===== src/rtl/reg_bank_nz.sv =====
// rtl/reg_bank_nz.sv - Neander register bank with write/increment ports, N/Z flags and wrap pulse
module reg_bank_nz #(
    parameter int DATA_WIDTH = 8,
    parameter int NUM_REGS   = 4,
    parameter int ADDR_WIDTH = 2
) (
    input  logic                  clk,
    input  logic                  reset,
    input  logic                  clr,
    input  logic                  wr_en,
    input  logic [ADDR_WIDTH-1:0] wr_addr,
    input  logic [DATA_WIDTH-1:0] wr_data,
    input  logic                  inc_en,
    input  logic [ADDR_WIDTH-1:0] inc_addr,
    input  logic [ADDR_WIDTH-1:0] rd_addr_a,
    output logic [DATA_WIDTH-1:0] rd_data_a,
    input  logic [ADDR_WIDTH-1:0] rd_addr_b,
    output logic [DATA_WIDTH-1:0] rd_data_b,
    output logic                  flag_n,
    output logic                  flag_z,
    output logic                  wrap
);

    logic [DATA_WIDTH-1:0] regs [NUM_REGS];
    logic                  wr_ok;
    logic                  inc_ok;
    logic [DATA_WIDTH-1:0] inc_cur;

    // A write to the same register as an increment wins, so the increment is dropped here.
    always_comb begin
        wr_ok     = wr_en && (int'(wr_addr) < NUM_REGS);
        inc_ok    = inc_en && (int'(inc_addr) < NUM_REGS) && !(wr_ok && (wr_addr == inc_addr));
        inc_cur   = '0;
        rd_data_a = '0;
        rd_data_b = '0;
        for (int i = 0; i < NUM_REGS; i++) begin
            if (int'(inc_addr) == i)  inc_cur   = regs[i];
            if (int'(rd_addr_a) == i) rd_data_a = regs[i];
            if (int'(rd_addr_b) == i) rd_data_b = regs[i];
        end
    end

    always_ff @(posedge clk or posedge reset) begin
        if (reset) begin
            for (int i = 0; i < NUM_REGS; i++) regs[i] <= '0;
            flag_n <= 1'b0;
            flag_z <= 1'b1;
            wrap   <= 1'b0;
        end else if (clr) begin
            for (int i = 0; i < NUM_REGS; i++) regs[i] <= '0;
            flag_n <= 1'b0;
            flag_z <= 1'b1;
            wrap   <= 1'b0;
        end else begin
            for (int i = 0; i < NUM_REGS; i++) begin
                if (wr_ok && (int'(wr_addr) == i))
                    regs[i] <= wr_data;
                else if (inc_ok && (int'(inc_addr) == i))
                    regs[i] <= regs[i] + 1'b1;
            end
            if (wr_ok) begin
                flag_n <= wr_data[DATA_WIDTH-1];
                flag_z <= (wr_data == '0);
            end
            wrap <= inc_ok && (inc_cur == '1);
        end
    end

endmodule


===== config.mk =====
export PLATFORM = sky130hd
export DESIGN_NAME = reg_bank_nz
export DESIGN_NICKNAME = d
export VERILOG_FILES = /design/src/rtl/reg_bank_nz.sv
export SDC_FILE = /design/constraint.sdc
export NUM_CORES = 1
export LEC_CHECK = 0
export CAP_MARGIN = 20
export CORE_UTILIZATION = 59
export DETAILED_ROUTE_END_ITERATION = 7
export GPL_TIMING_DRIVEN = 1
export HOLD_SLACK_MARGIN = 0.12
export PLACE_DENSITY = 0.86
export SLEW_MARGIN = 10
export SYNTH_ARGS = -nofsm -noshare
export SYNTH_HDL_FRONTEND = slang
export SYNTH_SLANG_ARGS = --single-unit

===== constraint.sdc =====
create_clock -name clk -period 4.2 [get_ports clk]
set_input_delay 0.84 -clock clk [delete_from_list [all_inputs] [get_ports clk]]
set_output_delay 0.84 -clock clk [all_outputs]
set_load 0.02 [all_outputs]

==> results.py <==
metrics = {
    "status": {
        "outcome": "complete, no violations",
    },
    "routing": {
        "drtIter0Drc": 248,
        "vias": 2361,
        "drtAntennaViolNets": 0,
        "first_pass_iters": 4,
        "viasPerCell": 6.99,
        "detail_route.wirelength_um": 7540,
        "drt-wirelength-per-cell_um": 22.3,
        "drcViolationCount": 0,
    },
    "worst_setup_path": {
        "critPathTopFamily": "buffers and inverters",
        "path_buf_inv": 2,
        "path_cells": "clkdlybuf4s50_1 -> mux4_2 -> clkdlybuf4s50_1",
        "cp.arrival_ns": 2.81,
        "r2r-start": "regs[16]$_DFFE_PP0P_",
        "start_kind": "input pin",
        "cp-startpoint": "rd_addr_a[1]",
        "critPathMaxStageDelay_ns": 0.81,
        "endpoint_kind": "primary output",
        "cp_max_fo": 8,
        "cp_slowest_cell": "clkdlybuf4s50_1",
        "crit_required_ns": 3.36,
        "cp_common_cell": "clkdlybuf4s50_1",
        "critical_path_class": "input pin to primary output",
    },
    "floorplanning": {
        "die-area_sq_um": 4960,
        "die-height_um": 70.4,
        "core_area_sq_um": 4410,
        "rows": 24,
        "num_io_pins": 40,
        "dieWidth_um": 70.4,
        "initial_core_util_pct": 62.6,
    },
    "worst_hold_path": {
        "min-delay-start": "flag_n$_DFFE_PP0P_",
        "holdCritPathClass": "flop to flop",
    },
    "sta": {
        "fmaxAchievable_mhz": 274,
        "period_minus_slack_ns": 3.65,
        "finalSetupViolCount": 0,
        "relSlewSlack_pct": 59.4,
        "tightest_slew_ns": 0.607,
        "drv_slew": 0,
        "clock_skew_ns": 0.00752,
        "hold_violations": 0,
        "rsz0062_at_grt": "false",
        "fin_setup_tns_ns": 0,
        "finalCritPeriodShare_pct": 86.9,
        "setup_slack_ns": 0.552,
    },
    "yosys": {
        "syn_area_sq_um": 2760,
        "seq_area_frac_synth_pct": 31.8,
        "synthesis.instances": 257,
        "synth_cell_types": 47,
        "postSynthAreaPerCell_sq_um": 10.7,
        "ys_seq_elements": 35,
        "ys.warnings.count": 0,
        "synth_nets": 282,
    },
    "clock_tree": {
        "insertion_delay_ns": 0.30,
        "cts_tree": "done",
        "post_cts.repair.setup_buffers": 0,
        "htree_levels": 2,
        "cts_hold_buf": 0,
        "cts-resized-gates": 0,
        "cts_sinks": 35,
        "clkTransAtPathRegs_ns": 0.07,
        "clockBufferDepth": 2,
        "root_buffer": "clkbuf_8",
        "cts_made_buffers": 5,
    },
    "finish": {
        "mostFrequentLayoutCells": "clkdlybuf4s50_1, nor2_1, dfrtp_1",
        "num-fill-cells": 308,
        "syn2layout_area_growth_pct": 16.4,
        "mostFrequentLayoutCell": "clkdlybuf4s50_1",
        "diodes": 0,
        "final_area_sq_um": 3210,
        "fin_nets": 310,
        "drive_above_1_share_pct": 17.1,
        "multi_input_area_sq_um": 1710,
        "register_area_sq_um": 877,
    },
    "job": {
        "cap_violations": 0,
    },
    "placed_design": {
        "portBuffers": 39,
        "placedInstanceArea_sq_um": 3060,
        "gp_congestion": 0.913,
        "place_ws_ns": 0.545,
        "dpl.hpwl_um": 5360,
    },
    "power_and_ir_drop": {
        "pwr-share-clk_pct": 35.1,
        "peakVddDrop_mv": 0.199,
        "p_seq_share_pct": 43.4,
        "power_switching_mw": 0.271,
        "power.density_nw_per_um2": 279,
        "leakage_nw": 1.14,
        "p_sw_share_pct": 30.2,
        "combPwrFrac_pct": 21.5,
        "total_power_mw": 0.898,
        "p_int_mw": 0.627,
    },
    "global_routing": {
        "grt_pass1_vias": 2335,
        "grt-ovfl-total": 0,
        "antenna_found_initial": 0,
        "grt_use_total_pct": 32.3,
        "grt_first_pass_wirelength_um": 12100,
        "grt_max_degree": 29,
    },
}
## layer usage
metal	vias to the layer above	GRT usage [%]	part of all wire (%)
li1	1051	-	-
met1	1165	39.5	37
met2	118	54.3	50
met3	27	7.07	10
met4	0	14.9	2.7
met5	-	0	0
## power by group through the flow
stage | Combinational, mW | Clock [mW] | Sequential [mW]
floorplan | 0.127 | 0 | 0.383
global placement | 0.183 | 0 | 0.392
detailed placement | 0.187 | 0 | 0.394
CTS | 0.189 | 0.313 | 0.388
global route | 0.207 | 0.328 | 0.391
finish | 0.193 | 0.315 | 0.389
## metrics by stage
stage | hold slack, ns | utilization [%] | cells
finish | 0.570 | 72.8 | 338
global route | 0.596 | 72.8 | 338
CTS | 0.581 | 71.8 | 336
detailed placement | 0.570 | 69.3 | 328
global placement | 0.503 | 69.3 | 328
floorplan | 0.497 | - | 257
## worst register-to-register path, stage by stage (launching register included)
cell       delay, ns
dfrtp_1         0.51
ha_1            0.20
nand4b_1        0.22
nor4_4          0.35
nor3_1          0.09
a2111oi_1       0.36
## final timing paths
| check | endpoint | slack, ns | depth (start not counted) |
|---|---|---|---|
| max in group asynchronous | regs[2]$_DFFE_PP0P_ | 2.80 | 4 |
| max | rd_data_a[3] | 0.55 | 3 |
| min | flag_n$_DFFE_PP0P_ | 0.57 | 2 |
| min in group asynchronous | regs[14]$_DFFE_PP0P_ | 0.77 | 2 |
| min reg2reg | flag_n$_DFFE_PP0P_ | 0.57 | 2 |
| max reg2reg | regs[22]$_DFFE_PP0P_ | 2.35 | 5 |
## kinds of logic after synthesis
family	count (synthesis)	share of synthesized area (%)
XOR/XNOR	22	6.98
buffers and inverters	23	6.43
AND/OR/NAND/NOR	112	25.9
AO/OA/AOI/OAI	40	11.8
adder cells (fa/ha/maj)	4	1.81
flip-flops	35	31.8
multiplexers	21	15.3
## cells in the mapped netlist (all sizes together)
library cell  instances  share of area [%]
nor2b                 1               0.23
nand4b                2               0.63
nand4                 8                1.8
nor2                 35                4.8
and3                  1               0.23
nand3b                5                1.5
nor4                  9                4.7
a311o                 1               0.36
or3b                  2               0.72
inv                   1               0.14
mux2i                 4                1.4
a211oi               23                6.6
mux4                 17                 14
nor4b                 4                2.5
o21ai                 5               0.91
dfstp                 1               0.95
xnor2                16                5.1
and4bb                1               0.45
and4                  1               0.32
nand2b                4               0.91
and3b                 2               0.63
or3                   3               0.68
o221ai                1               0.32
o22ai                 1               0.23
nand2                10                1.4
a311oi                4                1.3
ha                    4                1.8
xor2                  6                1.9
buf                   9                3.1
nor3b                 1               0.27
dfrtp                34                 31
nor3                 12                2.2
nand3                11                2.0
clkbuf               13                3.2
a2111oi               5                2.1
## flip-flops by register name, indices dropped and copies added (netlist names)
name and count:
flag_n 1, wrap 1, regs 32, flag_z 1
## area by class of cell
cell class                 count  area share, %
multi-input combinational    199           53.1
timing repair buffer          43           13.9
tap                           52           2.02
sequential                    35           27.3
clock buffer                   5           2.14
inverter                       1          0.117
clock inverter                 3           1.36
No activity file was read; power rests on OpenSTA's default activity.
